[src/rtl/riscv_core_lsu_demux_1to2_if.sv]
`default_nettype none
// ============================================================================
//  Module      : riscv_core_lsu_demux_1to2_if
//  Description : Bus bundle for the LSU 1-to-2 request/response demux.
//                Carries the LSU-side request/response handshake, the two
//                downstream target ports and the outstanding-request count.
//                Signal names are written from the demux's point of view
//                (i_* flows into the demux, o_* flows out of it).
//  Modports    : slave  - the demux itself
//                master - the environment (LSU plus both targets)
//  Revision    : 1.0 - initial release
// ============================================================================
interface riscv_core_lsu_demux_1to2_if #(
  parameter int DATA_WIDTH = 32,
  parameter int ADDR_WIDTH = 32,
  parameter int DEPTH      = 4
);
  localparam int c_CNT_W = $clog2(DEPTH) + 1;

  // LSU request side
  logic                    i_req_valid;
  logic                    o_req_ready;
  logic [ADDR_WIDTH-1:0]   i_req_addr;
  logic                    i_req_we;
  logic [DATA_WIDTH-1:0]   i_req_wdata;
  logic [DATA_WIDTH/8-1:0] i_req_be;

  // Downstream request side (fields broadcast to both ports)
  logic                    o_m0_req_valid;
  logic                    i_m0_req_ready;
  logic                    o_m1_req_valid;
  logic                    i_m1_req_ready;
  logic [ADDR_WIDTH-1:0]   o_req_addr;
  logic                    o_req_we;
  logic [DATA_WIDTH-1:0]   o_req_wdata;
  logic [DATA_WIDTH/8-1:0] o_req_be;

  // Downstream response side
  logic                    i_m0_rsp_valid;
  logic [DATA_WIDTH-1:0]   i_m0_rsp_rdata;
  logic                    o_m0_rsp_ready;
  logic                    i_m1_rsp_valid;
  logic [DATA_WIDTH-1:0]   i_m1_rsp_rdata;
  logic                    o_m1_rsp_ready;

  // LSU response side
  logic                    o_rsp_valid;
  logic [DATA_WIDTH-1:0]   o_rsp_rdata;
  logic                    i_rsp_ready;

  logic [c_CNT_W-1:0]      o_outstanding;

  modport slave (
    input  i_req_valid, i_req_addr, i_req_we, i_req_wdata, i_req_be,
    output o_req_ready,
    output o_m0_req_valid, o_m1_req_valid,
    input  i_m0_req_ready, i_m1_req_ready,
    output o_req_addr, o_req_we, o_req_wdata, o_req_be,
    input  i_m0_rsp_valid, i_m0_rsp_rdata, i_m1_rsp_valid, i_m1_rsp_rdata,
    output o_m0_rsp_ready, o_m1_rsp_ready,
    output o_rsp_valid, o_rsp_rdata,
    input  i_rsp_ready,
    output o_outstanding
  );

  modport master (
    output i_req_valid, i_req_addr, i_req_we, i_req_wdata, i_req_be,
    input  o_req_ready,
    input  o_m0_req_valid, o_m1_req_valid,
    output i_m0_req_ready, i_m1_req_ready,
    input  o_req_addr, o_req_we, o_req_wdata, o_req_be,
    output i_m0_rsp_valid, i_m0_rsp_rdata, i_m1_rsp_valid, i_m1_rsp_rdata,
    input  o_m0_rsp_ready, o_m1_rsp_ready,
    input  o_rsp_valid, o_rsp_rdata,
    output i_rsp_ready,
    input  o_outstanding
  );
endinterface
`default_nettype wire

[src/rtl/riscv_core_lsu_demux_1to2.sv]
`default_nettype none
// ============================================================================
//  Module      : riscv_core_lsu_demux_1to2
//  Description : Steers the LSU request stream to port 0 (data memory) or
//                port 1 (peripheral window) by address decode, and returns
//                responses to the LSU strictly in request order. A small
//                route-ID FIFO remembers the destination of every accepted
//                request; its head selects which port may answer next.
//  Ports       : i_clk  - clock, rising edge
//                i_rst  - asynchronous active-high reset
//                bus    - riscv_core_lsu_demux_1to2_if.slave: LSU request /
//                         response handshake, two target ports, and the
//                         outstanding-request count
//  Parameters  : DEPTH must be a power of two and at least 2.
//  Revision    : 1.0 - initial release
// ============================================================================
module riscv_core_lsu_demux_1to2 #(
  parameter int                    DATA_WIDTH  = 32,
  parameter int                    ADDR_WIDTH  = 32,
  parameter logic [ADDR_WIDTH-1:0] PERIPH_BASE = 32'h1000_0000,
  parameter logic [ADDR_WIDTH-1:0] PERIPH_SIZE = 32'h0001_0000,
  parameter int                    DEPTH       = 4
) (
  input  logic                         i_clk,
  input  logic                         i_rst,
  riscv_core_lsu_demux_1to2_if.slave   bus
);

  localparam int                   c_PTR_W = $clog2(DEPTH);
  localparam int                   c_CNT_W = c_PTR_W + 1;
  localparam logic [c_CNT_W-1:0]   c_FULL  = c_CNT_W'(DEPTH);
  // Window bounds carried at one extra bit so BASE+SIZE cannot wrap when the
  // window touches the top of the address space.
  localparam logic [ADDR_WIDTH:0]  c_WIN_LO = {1'b0, PERIPH_BASE};
  localparam logic [ADDR_WIDTH:0]  c_WIN_HI = {1'b0, PERIPH_BASE} + {1'b0, PERIPH_SIZE};

  // Route-ID FIFO: one bit per entry, 1 = port 1.
  logic [DEPTH-1:0]      r_route;
  logic [c_PTR_W-1:0]    r_wr_ptr;
  logic [c_PTR_W-1:0]    r_rd_ptr;
  logic [c_CNT_W-1:0]    r_count;

  logic [ADDR_WIDTH:0]   w_addr_ext;
  logic                  w_sel;
  logic                  w_full;
  logic                  w_empty;
  logic                  w_head;
  logic                  w_req_ready;
  logic                  w_rsp_valid;
  logic                  w_push;
  logic                  w_pop;

  // --------------------------------------------------------------------------
  // Address decode and request path
  // --------------------------------------------------------------------------
  assign w_addr_ext = {1'b0, bus.i_req_addr};
  assign w_sel      = (w_addr_ext >= c_WIN_LO) && (w_addr_ext < c_WIN_HI);

  assign w_full  = (r_count == c_FULL);
  assign w_empty = (r_count == '0);

  assign bus.o_m0_req_valid = bus.i_req_valid & ~w_sel & ~w_full;
  assign bus.o_m1_req_valid = bus.i_req_valid &  w_sel & ~w_full;

  // No same-cycle bypass: a full FIFO refuses even when a pop happens now.
  assign w_req_ready     = ~w_full & (w_sel ? bus.i_m1_req_ready : bus.i_m0_req_ready);
  assign bus.o_req_ready = w_req_ready;

  assign bus.o_req_addr  = bus.i_req_addr;
  assign bus.o_req_we    = bus.i_req_we;
  assign bus.o_req_wdata = bus.i_req_wdata;
  assign bus.o_req_be    = bus.i_req_be;

  assign w_push = bus.i_req_valid & w_req_ready;

  // --------------------------------------------------------------------------
  // Response path: only the port named by the FIFO head may hand back data;
  // the other port's ready is held low so an early response waits there.
  // --------------------------------------------------------------------------
  assign w_head = r_route[r_rd_ptr];

  assign w_rsp_valid     = ~w_empty & (w_head ? bus.i_m1_rsp_valid : bus.i_m0_rsp_valid);
  assign bus.o_rsp_valid = w_rsp_valid;
  assign bus.o_rsp_rdata = w_rsp_valid ? (w_head ? bus.i_m1_rsp_rdata : bus.i_m0_rsp_rdata)
                                       : '0;

  assign bus.o_m0_rsp_ready = ~w_empty & ~w_head & bus.i_rsp_ready;
  assign bus.o_m1_rsp_ready = ~w_empty &  w_head & bus.i_rsp_ready;

  assign w_pop = w_rsp_valid & bus.i_rsp_ready;

  assign bus.o_outstanding = r_count;

  // --------------------------------------------------------------------------
  // FIFO state
  // --------------------------------------------------------------------------
  always_ff @(posedge i_clk or posedge i_rst) begin
    if (i_rst) begin
      r_route  <= '0;
      r_wr_ptr <= '0;
      r_rd_ptr <= '0;
      r_count  <= '0;
    end else begin
      if (w_push) begin
        r_route[r_wr_ptr] <= w_sel;
        r_wr_ptr          <= r_wr_ptr + c_PTR_W'(1);
      end
      if (w_pop) begin
        r_rd_ptr <= r_rd_ptr + c_PTR_W'(1);
      end
      if (w_push && !w_pop) begin
        r_count <= r_count + c_CNT_W'(1);
      end else if (!w_push && w_pop) begin
        r_count <= r_count - c_CNT_W'(1);
      end
    end
  end

endmodule
`default_nettype wire

[src/flat_wrapper.sv]
// flat-port wrapper written by rule: the top's interface ports become plain ports
module riscv_core_lsu_demux_1to2_flat 
#(
  parameter int                    DATA_WIDTH  = 32,
  parameter int                    ADDR_WIDTH  = 32,
  parameter logic [ADDR_WIDTH-1:0] PERIPH_BASE = 32'h1000_0000,
  parameter logic [ADDR_WIDTH-1:0] PERIPH_SIZE = 32'h0001_0000,
  parameter int                    DEPTH       = 4
)
  (i_clk, i_rst, bus_i_req_valid, bus_i_req_addr, bus_i_req_we, bus_i_req_wdata, bus_i_req_be, bus_o_req_ready, bus_o_m0_req_valid, bus_o_m1_req_valid, bus_i_m0_req_ready, bus_i_m1_req_ready, bus_o_req_addr, bus_o_req_we, bus_o_req_wdata, bus_o_req_be, bus_i_m0_rsp_valid, bus_i_m0_rsp_rdata, bus_i_m1_rsp_valid, bus_i_m1_rsp_rdata, bus_o_m0_rsp_ready, bus_o_m1_rsp_ready, bus_o_rsp_valid, bus_o_rsp_rdata, bus_i_rsp_ready, bus_o_outstanding);
  riscv_core_lsu_demux_1to2_if #(.DATA_WIDTH(DATA_WIDTH), .ADDR_WIDTH(ADDR_WIDTH), .DEPTH(DEPTH)) bus_i ();
  input  logic i_clk;
  input  logic i_rst;
  input wire logic [$bits(bus_i.i_req_valid)-1:0] bus_i_req_valid;
  input wire logic [$bits(bus_i.i_req_addr)-1:0] bus_i_req_addr;
  input wire logic [$bits(bus_i.i_req_we)-1:0] bus_i_req_we;
  input wire logic [$bits(bus_i.i_req_wdata)-1:0] bus_i_req_wdata;
  input wire logic [$bits(bus_i.i_req_be)-1:0] bus_i_req_be;
  output wire logic [$bits(bus_i.o_req_ready)-1:0] bus_o_req_ready;
  output wire logic [$bits(bus_i.o_m0_req_valid)-1:0] bus_o_m0_req_valid;
  output wire logic [$bits(bus_i.o_m1_req_valid)-1:0] bus_o_m1_req_valid;
  input wire logic [$bits(bus_i.i_m0_req_ready)-1:0] bus_i_m0_req_ready;
  input wire logic [$bits(bus_i.i_m1_req_ready)-1:0] bus_i_m1_req_ready;
  output wire logic [$bits(bus_i.o_req_addr)-1:0] bus_o_req_addr;
  output wire logic [$bits(bus_i.o_req_we)-1:0] bus_o_req_we;
  output wire logic [$bits(bus_i.o_req_wdata)-1:0] bus_o_req_wdata;
  output wire logic [$bits(bus_i.o_req_be)-1:0] bus_o_req_be;
  input wire logic [$bits(bus_i.i_m0_rsp_valid)-1:0] bus_i_m0_rsp_valid;
  input wire logic [$bits(bus_i.i_m0_rsp_rdata)-1:0] bus_i_m0_rsp_rdata;
  input wire logic [$bits(bus_i.i_m1_rsp_valid)-1:0] bus_i_m1_rsp_valid;
  input wire logic [$bits(bus_i.i_m1_rsp_rdata)-1:0] bus_i_m1_rsp_rdata;
  output wire logic [$bits(bus_i.o_m0_rsp_ready)-1:0] bus_o_m0_rsp_ready;
  output wire logic [$bits(bus_i.o_m1_rsp_ready)-1:0] bus_o_m1_rsp_ready;
  output wire logic [$bits(bus_i.o_rsp_valid)-1:0] bus_o_rsp_valid;
  output wire logic [$bits(bus_i.o_rsp_rdata)-1:0] bus_o_rsp_rdata;
  input wire logic [$bits(bus_i.i_rsp_ready)-1:0] bus_i_rsp_ready;
  output wire logic [$bits(bus_i.o_outstanding)-1:0] bus_o_outstanding;
  assign bus_i.i_req_valid = bus_i_req_valid;
  assign bus_i.i_req_addr = bus_i_req_addr;
  assign bus_i.i_req_we = bus_i_req_we;
  assign bus_i.i_req_wdata = bus_i_req_wdata;
  assign bus_i.i_req_be = bus_i_req_be;
  assign bus_o_req_ready = bus_i.o_req_ready;
  assign bus_o_m0_req_valid = bus_i.o_m0_req_valid;
  assign bus_o_m1_req_valid = bus_i.o_m1_req_valid;
  assign bus_i.i_m0_req_ready = bus_i_m0_req_ready;
  assign bus_i.i_m1_req_ready = bus_i_m1_req_ready;
  assign bus_o_req_addr = bus_i.o_req_addr;
  assign bus_o_req_we = bus_i.o_req_we;
  assign bus_o_req_wdata = bus_i.o_req_wdata;
  assign bus_o_req_be = bus_i.o_req_be;
  assign bus_i.i_m0_rsp_valid = bus_i_m0_rsp_valid;
  assign bus_i.i_m0_rsp_rdata = bus_i_m0_rsp_rdata;
  assign bus_i.i_m1_rsp_valid = bus_i_m1_rsp_valid;
  assign bus_i.i_m1_rsp_rdata = bus_i_m1_rsp_rdata;
  assign bus_o_m0_rsp_ready = bus_i.o_m0_rsp_ready;
  assign bus_o_m1_rsp_ready = bus_i.o_m1_rsp_ready;
  assign bus_o_rsp_valid = bus_i.o_rsp_valid;
  assign bus_o_rsp_rdata = bus_i.o_rsp_rdata;
  assign bus_i.i_rsp_ready = bus_i_rsp_ready;
  assign bus_o_outstanding = bus_i.o_outstanding;
  riscv_core_lsu_demux_1to2 #(.DATA_WIDTH(DATA_WIDTH), .ADDR_WIDTH(ADDR_WIDTH), .PERIPH_BASE(PERIPH_BASE), .PERIPH_SIZE(PERIPH_SIZE), .DEPTH(DEPTH)) u_core (.i_clk(i_clk), .i_rst(i_rst), .bus(bus_i));
endmodule
[config.mk]
export PLATFORM = sky130hd
export DESIGN_NAME = riscv_core_lsu_demux_1to2_flat
export DESIGN_NICKNAME = d
export VERILOG_FILES = /design/src/rtl/riscv_core_lsu_demux_1to2_if.sv /design/src/rtl/riscv_core_lsu_demux_1to2.sv /design/src/flat_wrapper.sv
export SDC_FILE = /design/constraint.sdc
export NUM_CORES = 1
export LEC_CHECK = 0
export ABC_AREA = 1
export CORE_AREA = 4 4 96 98
export DETAILED_ROUTE_END_ITERATION = 7
export DIE_AREA = 0 0 100 102
export GPL_ROUTABILITY_DRIVEN = 0
export PLACE_DENSITY = 0.75
export SKIP_LAST_GASP = 1
export SLEW_MARGIN = 20
export SYNTH_ARGS = -nofsm -noshare
export SYNTH_HDL_FRONTEND = slang
export SYNTH_SLANG_ARGS = --single-unit
[constraint.sdc]
create_clock -name i_clk -period 6 [get_ports i_clk]
set_input_delay 0.9 -clock i_clk [delete_from_list [all_inputs] [get_ports i_clk]]
set_output_delay 0.9 -clock i_clk [all_outputs]
set_load 0.01 [all_outputs]
# After elaboration in Yosys (flattened, before gate mapping)
# Index checks and enable logic that the tools add are counted.
[totals]
register_bits = 11
input_bits = 141
elab_cells = 49
[classes]
addsub = 4
order_cmp = 5
eq_ne = 1
n_mux = 11
n_bitwise = 16
n_reduce_logical = 8
[op_table]
columns = ["cell", "count"]
rows = [
  ["two-way mux 32 bit", 2],
  ["greater-or-equal comparator 32 x 29 -> 1 bit, second input constant", 1],
  ["less-than comparator 32 x 29 -> 1 bit, second input constant", 1],
  ["AND 1 bit", 12],
  ["less-than comparator 2 x 3 -> 1 bit, second input constant", 2],
  ["two-way mux 3 bit", 2],
  ["adder 2 x 1 -> 2 bit, second input constant", 2],
  ["bitwise mux 4 bit", 1],
  ["logical AND 1 bit", 4],
  ["two-way mux 1 bit", 4],
  ["NOT 1 bit", 4],
  ["adder 3 x 1 -> 3 bit, second input constant", 1],
  ["== test 3 bit, second input constant", 1],
  ["logical NOT 3 bit", 1],
  ["subtractor 3 x 1 -> 3 bit, second input constant", 1],
  ["binary-select mux 1 bit (select 2 bit)", 1],
  ["demux 1 bit (select 2 bit)", 1],
  ["greater-or-equal comparator 2 x 1 -> 1 bit, second input constant", 1],
  ["logical NOT 1 bit", 2],
  ["nonzero test 2 bit", 1],
]

# Longest topological paths before layout
[logic_depth]
ltp_word = 9
depth_mapped = 14
depth_no_buf = 14

# Worst setup path after synthesis
# Ideal clock, no wire load.
[synth_timing]
kind = "input -> register"
startpoint = "input bus_i_req_addr[21]"
endpoint = "register u_core.r_count[2] (netlist: u_core.bus.o_outstanding[2])"
arrival_time_ns = 2.586
t_required_ns = 5.873
path_slack_ns = 3.287
stages = 13
path_buffers = 0
cell_sequence = "nor2_1 nand2_1 nor2_1 nand2_1 nand2_1 nand2_1 nor2_4 ha_1 inv_1 fa_1 a21oi_1 o21ai_1 xor2_1"
[synth_between]
elab_chain_len = 8
elab_cells_between_ends = 11
cone_classes = "order compare: 2; mux: 2; bitwise: 2; reduce/logical: 5"
[synth_lines]
columns = ["item", "line", "source"]
rows = [
  ["start, declared", "flat_wrapper.sv:15", "input wire logic [$bits(bus_i.i_req_addr)-1:0] bus_i_req_addr;"],
  ["greater-or-equal comparator 32 x 29 -> 1 bit or less-than comparator 32 x 29 -> 1 bit (tied branches)", "riscv_core_lsu_demux_1to2.sv:57", "assign w_sel = (w_addr_ext >= c_WIN_LO) && (w_addr_ext < c_WIN_HI);"],
  ["logical AND 1 bit *", "riscv_core_lsu_demux_1to2.sv:57", ""],
  ["two-way mux 1 bit *", "riscv_core_lsu_demux_1to2.sv:66", "assign w_req_ready = ~w_full & (w_sel ? bus.i_m1_req_ready : bus.i_m0_req_ready);"],
  ["AND 1 bit *", "riscv_core_lsu_demux_1to2.sv:66", ""],
  ["AND 1 bit *", "riscv_core_lsu_demux_1to2.sv:74", "assign w_push = bus.i_req_valid & w_req_ready;"],
  ["net u_core.w_push", "riscv_core_lsu_demux_1to2.sv:50", "logic w_push;"],
  ["logical NOT 1 bit", "riscv_core_lsu_demux_1to2.sv:113", "end else if (!w_push && w_pop) begin"],
  ["logical AND 1 bit", "riscv_core_lsu_demux_1to2.sv:113", ""],
  ["nonzero test 2 bit (no source line)", "n/a", ""],
  ["end signal, assigned", "riscv_core_lsu_demux_1to2.sv:112", "r_count <= r_count + c_CNT_W'(1);"],
  ["end signal, assigned", "riscv_core_lsu_demux_1to2.sv:114", "r_count <= r_count - c_CNT_W'(1);"],
  ["end, declared", "riscv_core_lsu_demux_1to2.sv:41", "logic [c_CNT_W-1:0] r_count;"],
]
# The timed path passes the listed nets; every way through them passes the cells marked *.
# A chain may end at the register's enable or synchronous reset.

# Worst setup path after layout
[layout_timing]
startpoint = "register u_core.r_rd_ptr[0]"
endpoint = "output bus_o_rsp_rdata[9]"
[layout_between]
elab_chain_len = 5
elab_cells_between_ends = 6
cone_classes = "mux: 5; bitwise: 1"
[layout_lines]
columns = ["item", "line", "source"]
rows = [
  ["start, declared", "riscv_core_lsu_demux_1to2.sv:40", "logic [c_PTR_W-1:0] r_rd_ptr;"],
  ["start signal, assigned", "riscv_core_lsu_demux_1to2.sv:109", "r_rd_ptr <= r_rd_ptr + c_PTR_W'(1);"],
  ["binary-select mux 1 bit (select 2 bit) *", "riscv_core_lsu_demux_1to2.sv:80", "assign w_head = r_route[r_rd_ptr];"],
  ["two-way mux 1 bit (not written as such) *", "riscv_core_lsu_demux_1to2.sv:80", ""],
  ["two-way mux 1 bit", "riscv_core_lsu_demux_1to2.sv:82", "assign w_rsp_valid = ~w_empty & (w_head ? bus.i_m1_rsp_valid : bus.i_m0_rsp_valid);"],
  ["AND 1 bit", "riscv_core_lsu_demux_1to2.sv:82", ""],
  ["two-way mux 32 bit *", "riscv_core_lsu_demux_1to2.sv:84", "assign bus.o_rsp_rdata = w_rsp_valid ? (w_head ? bus.i_m1_rsp_rdata : bus.i_m0_rsp_rdata)"],
  ["end, declared", "flat_wrapper.sv:35", "output wire logic [$bits(bus_i.o_rsp_rdata)-1:0] bus_o_rsp_rdata;"],
]
# Every way passes the cells marked *; elsewhere a longest branch is shown, timed or not. The select of a mux whose other input is x is not followed.

==> impl_results.md <==
* Core Util, Final at 34.95%
* Endpoints failing setup at 0
* CTS tree: built
* WP data required at 5.10 ns
* Status: finished, final reports clean
* Die area at 10200 sq um
* DRC Markers at 0
* Clock Latency Late Sink at 0.25 ns
* Cell area power density at 324.7 nW/um^2
* Final wirelength at 6162 microns
* Die Height at 102 microns
* Yosys reg bits at 11
* Buffers on Ports at 144
* Tot Pwr at 0.9609 mW
* Die width at 100 microns
* Critical Path AT at 3.07 ns
* Share of layout cells above drive strength 1 at 12.89%
* Clk sink count at 11
* Commonest non-fill, non-tap cell in the layout: clkdlybuf4s50_1
* Number of nets in the layout at 497
* ANT cells at 0
* Placed Area at 2914 sq um
* Crit. Startpoint: u_core.r_rd_ptr[0]$_DFFE_PP0P_
* Max Clk Rate at 251.8 MHz
* Slew margin rel. at 63.04%
* FF/Latch Area at 275.3 sq um
* Count of cell types in the netlist at 24
* Worst VDD drop at 245.3 uV
* Clock Tree Root: clkbuf_8
* P_leak at 1.170 nW
* First-pass DRT Iterations at 4
* Max H-tree Level at 1
* Vias at 1977
* Mapped Cells at 281
* Non-Filler Instances at 457
* # fillers at 884
* Hold Vio Cnt, Final at 0
* GRT Resource Usage Total at 10.91%
* IO Count at 251
* Min Tclk post-route at 3.971 ns
* Crit path launch type: register
* Area of the core at 8466 sq um
* Worst Setup Slack, final at 2.029 ns
* Worst Tran Pin Value at 0.5544 ns
* Post-CTS Setup Bufs at 0
* Initial DRC Count at 23
* Yosys warning total at 0
* Place WS at 2.219 ns
* Clock skew at 0.0008330 ns
* Hold buffers post-CTS at 0
* Final Cycle Share at 66.18%
* RSZ-0062 raised after global routing: no
* CP Class: reg2out
* Initial core utilization at 22.70%
* DPL Wire Length at 4902 microns
* Num CTS Buffers at 3
* Slew Limit Fails at 0
* HP Class: reg2reg
* Clock tree buffer depth at 2
* Post-Place Cells at 453
* Largest net degree at the start of global routing at 36
* Design Area, Final at 2959 sq um
* Routed Antenna Nets at 0
* Initial antenna violation count at 0
* WHS at 0.4861 ns
* Row Count at 34
* Synthesized area at 1922 sq um
* CP max FO at 35
* First-pass GRT wire length at 9259 microns
* Max_cap viols at 0
* Post-Syn Area per Cell at 6.839 sq um
* Cts repair resizes at 0
* RR Startpoint: u_core.r_rd_ptr[0]$_DFFE_PP0P_
* Area grow syn2layout at 53.97%
* Share of the yosys chip area belonging to registers at 14.32%
* Hold Crit Start: u_core.r_route[3]$_DFFE_PP0P_
* Vias/cell at 4.326
* CTS clock-pin slew for the worst setup and hold paths at 0.05 ns
* Post-Route Setup TNS at 0 ns
* Grt total ovfl at 0
* Crit end category: output pin
* Commonest cells after routing, fill and taps aside: clkdlybuf4s50_1 (144), nand2_1 (59), nand3_1 (40)
* Wire per inst at 13.48 microns
* Post-Syn Nets at 428
* Area of the multi-input gates at 998.5 sq um
* Vias in the first global route at 1991
-- final cells by class --
class                      instances  share of cell area (%)
inverter                          15                   1.903
tap                              108                   4.567
timing repair buffer             145                   48.96
multi-input combinational        174                   33.74
clock buffer                       4                   1.522
sequential                        11                   9.302
-- critical path, stage by stage, from the launching register on --
cell and delay (ns):
dfrtp_1 0.43, inv_2 0.07, nand2_1 0.10, nand3_4 0.35, nand2_4 0.49, nand2_1 0.12, nand2_2 0.12, nand2_4 0.29
a21oi_2 0.25, clkdlybuf4s50_1 0.56
-- sequential cells by signal (all words and copies together) (netlist names) --
name,cells
u_core.bus.o_outstanding,3
u_core.r_route,4
u_core.r_wr_ptr,2
u_core.r_rd_ptr,2
-- per-layer routing --
| layer | GRT usage (%) | vias to the layer above | wire (microns) | share of wire [%] |
|---|---|---|---|---|
| met4 | 3.731 | 0 | 166 | 2.7 |
| met3 | 3.276 | 17 | 636 | 10 |
| li1 | - | 987 | - | - |
| met1 | 11.87 | 876 | 2209 | 36 |
| met2 | 20.16 | 97 | 3150 | 51 |
| met5 | 0 | - | 0 | 0 |
-- Yosys cell counts --
library cell | count | area share (%)
nand3_4 | 1 | 0.91
a21oi_2 | 30 | 14
o21ai_1 | 4 | 1.0
clkbuf_1 | 4 | 0.78
nand2_2 | 1 | 0.33
dfrtp_1 | 11 | 14
fa_1 | 1 | 1.0
inv_2 | 6 | 1.2
buf_6 | 3 | 1.8
nand4_1 | 4 | 1.3
xnor2_1 | 2 | 0.91
mux2_1 | 1 | 0.59
nand3_1 | 40 | 10
nand2_4 | 2 | 1.2
xor2_1 | 1 | 0.46
nor2_1 | 15 | 2.9
buf_4 | 69 | 27
a21oi_1 | 4 | 1.0
buf_2 | 5 | 1.3
nor2_4 | 1 | 0.59
nand2_1 | 59 | 12
ha_1 | 5 | 3.3
nor3_1 | 3 | 0.78
inv_1 | 9 | 1.8
-- cells by family (layout without fill, tap and decap cells) --
kind of cell / count (synthesis) / after routing / synth area share, %
and+or+nand+nor: 126 / 126 / 29.95
buffers and inverters: 96 / 164 / 33.72
AOI/OAI and AO/OA: 38 / 38 / 15.76
DFF: 11 / 11 / 14.32
adders and majority gates: 6 / 6 / 4.297
xor gates and xnor gates: 3 / 3 / 1.367
muxes: 1 / 1 / 0.5859
-- power by group --
part           leakage (nW)  switching, mW  internal [mW]
registers             0.140         0.0324         0.0988
logic                  1.01          0.398          0.353
clock network        0.0228         0.0321         0.0470
-- final timing paths --
path / end / slack (ns) / cells after the start
setup / recovery: bus_o_rsp_rdata[9] / 2.03 / 9
hold / removal: u_core.r_route[3]$_DFFE_PP0P_ / 0.49 / 2
setup reg to reg: u_core.bus.o_outstanding[1]$_DFFE_PP0P_ / 3.01 / 11
hold reg to reg: u_core.r_route[3]$_DFFE_PP0P_ / 0.49 / 2
max in group asynchronous: u_core.r_rd_ptr[0]$_DFFE_PP0P_ / 4.76 / 2
min in group asynchronous: u_core.r_wr_ptr[0]$_DFFE_PP0P_ / 0.95 / 2
(Power assumes the default switching activity.)
